[config.mk]
export PLATFORM = sky130hd
export DESIGN_NAME = decoder_pulse_n
export DESIGN_NICKNAME = d
export VERILOG_FILES = /design/src/rtl/decoder_pkg.sv /design/src/rtl/decoder_comb_n.sv /design/src/rtl/decoder_pulse_n.sv
export SDC_FILE = /design/constraint.sdc
export NUM_CORES = 1
export LEC_CHECK = 0
export ABC_AREA = 1
export CAP_MARGIN = 20
export CELL_PAD_IN_SITES_DETAIL_PLACEMENT = 2
export CELL_PAD_IN_SITES_GLOBAL_PLACEMENT = 2
export CORE_AREA = 2 2 64 81
export CTS_BUF_LIST = sky130_fd_sc_hd__clkbuf_8
export CTS_CLUSTER_DIAMETER = 50
export CTS_CLUSTER_SIZE = 24
export DETAILED_ROUTE_END_ITERATION = 12
export DIE_AREA = 0 0 66 83
export GPL_ROUTABILITY_DRIVEN = 1
export GPL_TIMING_DRIVEN = 0
export PLACE_DENSITY_LB_ADDON = 0.1
export SLEW_MARGIN = 20
export SYNTH_ARGS = -nofsm -noshare
export SYNTH_HDL_FRONTEND = slang
export SYNTH_SLANG_ARGS = --single-unit
[constraint.sdc]
create_clock -name clk -period 2.9 [get_ports clk]
set_input_delay 0.87 -clock clk [delete_from_list [all_inputs] [get_ports clk]]
set_output_delay 0.87 -clock clk [all_outputs]
set_load 0.02 [all_outputs]
[src/rtl/decoder_pkg.sv]
// -----------------------------------------------------------------------------
// decoder_pkg
// Shared types for the decoder family.
//   mode_e  : decode mode carried on in_mode (2'b11 is decoded as one-hot).
//   state_e : pulse FSM states of decoder_pulse_n.
// -----------------------------------------------------------------------------
package decoder_pkg;

  typedef enum logic [1:0] {
    MODE_ONEHOT = 2'b00,
    MODE_THERM  = 2'b01,
    MODE_ACC    = 2'b10
  } mode_e;

  typedef enum logic {
    IDLE  = 1'b0,
    DRIVE = 1'b1
  } state_e;

endpackage : decoder_pkg

[src/rtl/decoder_comb_n.sv]
// -----------------------------------------------------------------------------
// decoder_comb_n
// Pure combinational N-to-M decoder (M = 2**N) with selectable mode.
// Ports:
//   sel_i  [N-1:0] line index
//   mode_i [1:0]   00 one-hot, 01 thermometer, 10 accumulate, 11 one-hot
//   acc_i  [M-1:0] accumulator value OR-ed in for accumulate mode
//   y_o    [M-1:0] decoded lines
// -----------------------------------------------------------------------------
module decoder_comb_n
  import decoder_pkg::*;
#(
  parameter int N = 3
) (
  input  logic [N-1:0]    sel_i,
  input  logic [1:0]      mode_i,
  input  logic [2**N-1:0] acc_i,
  output logic [2**N-1:0] y_o
);

  localparam int M = 2**N;

  // NOTE: every output of a combinational block gets a default before any
  // branch; a path that leaves it unassigned would infer a latch.
  always_comb begin
    y_o = '0;
    case (mode_i)
      MODE_THERM: begin
        // Bits 0..sel set; sel = M-1 yields all ones without overflow.
        for (int i = 0; i < M; i++) begin
          y_o[i] = (i <= int'(sel_i));
        end
      end
      MODE_ACC: y_o = acc_i | (M'(1) << sel_i);
      default:  y_o[sel_i] = 1'b1;
    endcase
  end

endmodule : decoder_comb_n

[src/rtl/decoder_pulse_n.sv]
// -----------------------------------------------------------------------------
// decoder_pulse_n
// Registered binary-to-M-line decoder with valid/ready input, selectable decode
// mode and programmable pulse length (in_len+1 cycles).
// Ports:
//   clk, rst          clock, synchronous active-high reset
//   in_valid/in_ready request handshake (in_ready depends on state/cnt only)
//   in_sel  [N-1:0]   line index
//   in_mode [1:0]     00 one-hot, 01 thermometer, 10 accumulate, 11 one-hot
//   in_len  [LEN_W-1:0] pulse length minus one
//   clr               synchronous accumulator clear
//   out_valid         decoded value being driven
//   out_y   [M-1:0]   decoded lines, zero when out_valid=0
//   acc     [M-1:0]   accumulator contents
//   busy              FSM in DRIVE
// -----------------------------------------------------------------------------
module decoder_pulse_n
  import decoder_pkg::*;
#(
  parameter int N     = 3,
  parameter int LEN_W = 4
) (
  input  logic             clk,
  input  logic             rst,
  input  logic             in_valid,
  output logic             in_ready,
  input  logic [N-1:0]     in_sel,
  input  logic [1:0]       in_mode,
  input  logic [LEN_W-1:0] in_len,
  input  logic             clr,
  output logic             out_valid,
  output logic [2**N-1:0]  out_y,
  output logic [2**N-1:0]  acc,
  output logic             busy
);

  localparam int M = 2**N;

  state_e           state_q, state_d;
  logic [LEN_W-1:0] cnt_q, cnt_d;
  logic [M-1:0]     y_q, y_d;
  logic [M-1:0]     acc_q, acc_d;

  logic             accept;
  logic [M-1:0]     acc_base;
  logic [M-1:0]     dec_y;

  // A pulse may be replaced on its last cycle, so ready is high in IDLE and
  // whenever the counter has reached zero.
  assign in_ready = (state_q == IDLE) || (cnt_q == '0);
  assign accept   = in_valid && in_ready;

  // clr takes effect before an accumulate in the same cycle: clear, then set.
  assign acc_base = clr ? '0 : acc_q;

  decoder_comb_n #(.N(N)) u_comb (
    .sel_i  (in_sel),
    .mode_i (in_mode),
    .acc_i  (acc_base),
    .y_o    (dec_y)
  );

  always_comb begin
    state_d = state_q;
    cnt_d   = cnt_q;
    y_d     = y_q;
    acc_d   = acc_q;

    if (clr) acc_d = '0;

    if (accept) begin
      state_d = DRIVE;
      cnt_d   = in_len;
      y_d     = dec_y;
      if (in_mode == MODE_ACC) acc_d = dec_y;
    end else if (state_q == DRIVE) begin
      if (cnt_q == '0) begin
        state_d = IDLE;
        y_d     = '0;
      end else begin
        cnt_d = cnt_q - LEN_W'(1);
      end
    end
  end

  // NOTE: sequential state is updated with non-blocking assignments so every
  // register samples the pre-edge values regardless of statement order.
  always_ff @(posedge clk) begin
    if (rst) begin
      state_q <= IDLE;
      cnt_q   <= '0;
      y_q     <= '0;
      acc_q   <= '0;
    end else begin
      state_q <= state_d;
      cnt_q   <= cnt_d;
      y_q     <= y_d;
      acc_q   <= acc_d;
    end
  end

  assign out_valid = (state_q == DRIVE);
  assign busy      = (state_q == DRIVE);
  assign out_y     = y_q;
  assign acc       = acc_q;

endmodule : decoder_pulse_n

==> results.sh, run 1 <==
export IMPL_drtIter0Drc=52
export IMPL_cts_path_max_buffers=2
export IMPL_drive_gt1_share_pct=7.98
export IMPL_r2r_start="cnt_q[0]"
export IMPL_drt_total_wl_um=4150
export IMPL_port_buffers=28
export IMPL_dieArea_um2=5480
export IMPL_dp_hpwl_um=3540
export IMPL_first_pass_iters=4
export IMPL_irDropWorstVdd_uv=143
export IMPL_max_freq_mhz=366
export IMPL_start_util_pct=27.3
export IMPL_nets=255
export IMPL_yosys_warnings=0
export IMPL_rsz0062_at_grt="false"
export IMPL_rows=28
export IMPL_cts_setup_buffers=0
export IMPL_worstSetupPathType="register to primary output"
export IMPL_path_clk_slew_ns=0.08
export IMPL_wl_met1_um=1730
export IMPL_drt_wirelength_per_cell_um=13.9
export IMPL_max_slew_margin_pct=71.2
export IMPL_grt_max_degree=13
export IMPL_numCtsBuffers=3
export IMPL_vias=1405
export IMPL_grt_overflow=0
export IMPL_cp_arrival_ns=1.86
export IMPL_period_needed_ns=2.73
export IMPL_ys_types=23
export IMPL_postSynthAreaPerCell_um2=6.23
export IMPL_drc=0
export IMPL_place_gp_congestion=0.733
export IMPL_grt_first_pass_wirelength_um=7080
export IMPL_status="completed"
export IMPL_synthTopCellsByCount="nand2_1, inv_1, nand3_1"
export IMPL_core_area_um2=4690
export IMPL_ant_nets=0
export IMPL_finalHoldViolCount=0
export IMPL_cp_max_fo=10
export IMPL_r2r_slack_ns=1.45
export IMPL_setup_slack_ns=0.168
export IMPL_synth_most_common_cell="nand2_1"
export IMPL_skew_ns=0.00350
export IMPL_setup_viol=0
export IMPL_grt_usage_pct=16.3
export IMPL_ys_seq_area_share_pct=32.7
export IMPL_endpoint="in_ready"
export IMPL_cellLeakagePower_nw=0.760
export IMPL_synth_area_leaders="dfxtp_1, nand2_1, nand3_1"
export IMPL_antenna_found_initial=0
export IMPL_fin_tns_setup_ns=0
export IMPL_startpoint_type="register"
export IMPL_cts_root_buf="clkbuf_8"
export IMPL_cts_sinks=21
export IMPL_finalCritPeriodShare_pct=94.2
export IMPL_fill_cells=600
export IMPL_ff2ff_path_depth=7
export IMPL_met2WireLength_um=2260
export IMPL_finalMaxSlewViolations=0
export IMPL_grt_pass1_vias=1510
export IMPL_fp_dieH_um=83
export IMPL_hold_buffers=0
export IMPL_routed_top_layer="met4"
export IMPL_synth_area_um2=1280
export IMPL_syn_num_nets=222
export IMPL_num_io_pins=32
export IMPL_syn_inst=206
export IMPL_max_cap_viol_count=0
export IMPL_hold_class="register to register"
export IMPL_wl_met3_um=97
export IMPL_synth_main_ff_cell="dfxtp_1"
export IMPL_cts_tree="yes"
export IMPL_cellPowerDensity_nw_per_um2=413
export IMPL_crit_required_ns=2.03
export IMPL_synthArstFlopShare_pct=0
export IMPL_reg2reg_to="acc[6]"
export IMPL_cts_htree_levels=1
export IMPL_place_ws_ns=0.188
export IMPL_antenna_cells=0
export IMPL_startpoint="cnt_q[0]"
export IMPL_cts_repair_resized=0
export IMPL_worst_slew_pin_slew_ns=0.433
export IMPL_synth_seq_cells=21
export IMPL_synthToLayoutAreaGrowth_pct=31.3
export IMPL_synth_edf_count=0
export IMPL_clk_latency_ns=0.26
export IMPL_dieWidth_um=66
export IMPL_end_kind="primary output"
export IMPL_yosysTopAreaCell="dfxtp_1"
export IMPL_routed_via_density=4.71
export IMPL_synth_top_cell_area_share_pct=32.7
-- power breakdown --
part	total [mW]	internal, mW	switching (mW)
logic	0.189	0.0742	0.114
registers	0.315	0.302	0.0135
clock network	0.192	0.0956	0.0969
-- cells by family (layout without fill, tap and decap cells) --
family          Yosys count  in the layout  share of synthesized area, %
compound gates           22             22                          8.77
buf+inv                  38             70                          13.0
fa+ha+maj                 3              3                          2.92
simple gates            122            122                          42.6
flops                    21             21                          32.7
-- final cells by class --
class | count | area [um2] | area share (%)
buffer | 7 | 50.0 | 2.97
clock inverter | 1 | 5.00 | 0.297
timing repair buffer | 28 | 280 | 16.6
tap | 60 | 75.1 | 4.45
inverter | 31 | 116 | 6.90
multi-input combinational | 147 | 697 | 41.4
sequential | 21 | 420 | 24.9
clock buffer | 3 | 41.3 | 2.45
-- how the worst min path moves through the flow --
stage | start | to | slack, ns | cells past startpoint
after detailed placement | out_y[4] | out_y[4] | 0.48 | 2
final | out_y[4] | out_y[4] | 0.49 | 2
after global placement | out_y[0] | out_y[0] | 0.47 | 2
after global routing | out_y[3] | out_y[3] | 0.53 | 2
after floorplan | cnt_q[2] | cnt_q[2] | 0.49 | 2
after CTS | out_y[4] | out_y[4] | 0.49 | 2
-- metrics by stage --
stage | std cells | power [mW] | hold WS [ns] | util, % | area, um2
after floorplan | 206 | 0.442 | 0.487 | - | 1280
after global placement | 294 | 0.507 | 0.473 | 34.9 | 1640
after detailed placement | 294 | 0.516 | 0.483 | 34.9 | 1640
after CTS | 298 | 0.709 | 0.495 | 35.9 | 1690
after global routing | 298 | 0.743 | 0.526 | 35.9 | 1690
final | 298 | 0.696 | 0.492 | 35.9 | 1690
-- cells in the final DEF (no fill, tap or decap), types with 2 or more instances in the layout --
master            n
nor2_1           17
buf_6             2
or2_2             2
dfxtp_1          21
nand3_1          29
clkbuf_8          3
buf_4             2
inv_1            30
a21oi_1          17
nand2_4           3
o21ai_0           4
clkdlybuf4s50_1  28
ha_1              3
nand2_1          65
-- critical path, stage by stage, from the launching register on --
cell and delay, ns:
dfxtp_1 0.32, inv_1 0.11, ha_1 0.22, nand2_2 0.10
nand2_4 0.10, buf_6 0.15, clkdlybuf4s50_1 0.60
-- per-layer routing --
metal	vias up	global-route usage, %
li1	705	-
met1	675	18.2
met2	21	31.0
met3	4	1.76
met4	0	5.01
met5	-	0
-- registers in the layout, indices dropped and copies added, names as in the netlist --
name and cells:
acc 8, out_y 8, cnt_q 4, busy 1
No activity file was read; power rests on OpenSTA's default activity.
==> run 2, diff against run 1 <==
--- a/config.mk
+++ b/config.mk
@@ -17,6 +17,7 @@
 export DIE_AREA = 0 0 66 83
 export GPL_ROUTABILITY_DRIVEN = 1
 export GPL_TIMING_DRIVEN = 0
+export MAX_ROUTING_LAYER = met4
 export PLACE_DENSITY_LB_ADDON = 0.1
 export SLEW_MARGIN = 20
 export SYNTH_ARGS = -nofsm -noshare
==> results.sh, run 2 (synthesis results as in run 1) <==
export IMPL_status="completed"
export IMPL_worst_path_max_delay_cell="clkdlybuf4s50_1"
export IMPL_cts_path_max_buffers=2
export IMPL_routed_top_layer="met4"
export IMPL_antenna_found_initial=0
export IMPL_wl_met1_um=1730
export IMPL_fin_util_pct=35.9
export IMPL_cts_tree="yes"
export IMPL_nets=255
export IMPL_dieWidth_um=66
export IMPL_final_common_cell="nand2_1"
export IMPL_max_slew_margin_pct=71.2
export IMPL_cp_max_fo=10
export IMPL_dieArea_um2=5480
export IMPL_ant_nets=0
export IMPL_core_area_um2=4690
export IMPL_fp_dieH_um=83
export IMPL_r2r_start="cnt_q[0]"
export IMPL_min_from="out_y[4]"
export IMPL_dp_hpwl_um=3540
export IMPL_critical_path_top_delay_family="buffers and inverters"
export IMPL_cp_num_buf_inv=3
export IMPL_max_stage_delay_ns=0.60
export IMPL_max_freq_mhz=366
export IMPL_cts_root_buf="clkbuf_8"
export IMPL_port_buffers=28
export IMPL_path_cells="inv_1 > ha_1 > nand2_2 > nand2_4 > buf_6 > clkdlybuf4s50_1"
export IMPL_wl_met3_um=97
export IMPL_worstSetupPathType="register to primary output"
export IMPL_finalMaxSlewViolations=0
export IMPL_grt_first_pass_wirelength_um=7090
export IMPL_grt_overflow=0
export IMPL_rows=28
export IMPL_rsz0062_at_grt="false"
export IMPL_finalCritPeriodShare_pct=94.2
export IMPL_drc=0
export IMPL_antenna_cells=0
export IMPL_cp_arrival_ns=1.86
export IMPL_drt_wirelength_per_cell_um=13.9
export IMPL_hold_buffers=0
export IMPL_skew_ns=0.00350
export IMPL_grt_usage_pct=16.7
export IMPL_cts_repair_resized=0
export IMPL_grt_pass1_vias=1510
export IMPL_ff_latch_area_um2=420
export IMPL_cts_sinks=21
export IMPL_drive_gt1_share_pct=7.98
export IMPL_finalHoldViolCount=0
export IMPL_hold_class="register to register"
export IMPL_num_io_pins=32
export IMPL_irDropWorstVdd_uv=143
export IMPL_fin_tns_setup_ns=0
export IMPL_cellPowerDensity_nw_per_um2=413
export IMPL_start_util_pct=27.3
export IMPL_drt_total_wl_um=4140
export IMPL_startpoint_type="register"
export IMPL_grt_max_degree=13
export IMPL_setup_viol=0
export IMPL_cellLeakagePower_nw=0.760
export IMPL_path_clk_slew_ns=0.08
export IMPL_synthToLayoutAreaGrowth_pct=31.3
export IMPL_clk_latency_ns=0.26
export IMPL_first_pass_iters=4
export IMPL_numCtsBuffers=3
export IMPL_routed_via_density=4.71
export IMPL_worst_slew_pin_slew_ns=0.433
export IMPL_cts_setup_buffers=0
export IMPL_crit_required_ns=2.03
export IMPL_fill_cells=600
export IMPL_end_kind="primary output"
export IMPL_vias=1405
export IMPL_layout_common_cells="nand2_1, inv_1, nand3_1"
export IMPL_met2WireLength_um=2260
export IMPL_startpoint="cnt_q[0]"
export IMPL_place_gp_congestion=0.742
export IMPL_drtIter0Drc=52
export IMPL_period_needed_ns=2.73
export IMPL_max_cap_viol_count=0
export IMPL_cts_htree_levels=1
export IMPL_multi_input_area_um2=697
run 2: area by class of cell:
class	instances	area share (%)
Sequential cell	21	24.9
Clock inverter	1	0.297
Inverter	31	6.90
Tap cell	60	4.45
Timing Repair Buffer	28	16.6
Clock buffer	3	2.45
Buffer	7	2.97
Multi-Input combinational cell	147	41.4
run 2: power by group:
group          switching, mW  internal, mW
Sequential            0.0135         0.302
Clock                 0.0969        0.0956
Combinational          0.114        0.0742
Total                  0.225         0.472
run 2: worst reg2reg max path, stage by stage (launching register included):
cell and delay, ns:
dfxtp_1 0.32, inv_1 0.11, ha_1 0.22, nand2_2 0.10
nand2_4 0.10, nand3_2 0.21, a21oi_1 0.23, nor2_1 0.07
run 2: path summary, 6_finish.rpt:
check	depth (start not counted)	to	slack [ns]
worst max-delay path	6	in_ready	0.17
worst min-delay path	2	out_y[4]	0.49
worst max register to register	7	acc[6]	1.45
worst min register to register	2	out_y[4]	0.49
run 2: stage by stage:
| stage | area (um2) | power (mW) | hold slack [ns] | setup WS (ns) | instances |
|---|---|---|---|---|---|
| after global placement | 1640 | 0.507 | 0.473 | 0.280 | 294 |
| final | 1690 | 0.696 | 0.492 | 0.168 | 298 |
| after floorplan | 1280 | 0.442 | 0.487 | 1.03 | 206 |
| after CTS | 1690 | 0.709 | 0.495 | 0.134 | 298 |
| after detailed placement | 1640 | 0.516 | 0.483 | 0.188 | 294 |
| after global routing | 1690 | 0.743 | 0.526 | 0.0610 | 298 |
run 2: layer usage:
metal | up-vias | GRT usage [%]
li1 | 705 | -
met1 | 675 | 18.2
met2 | 21 | 31.0
met3 | 4 | 1.76
met4 | 0 | 5.01
met5 | - | -
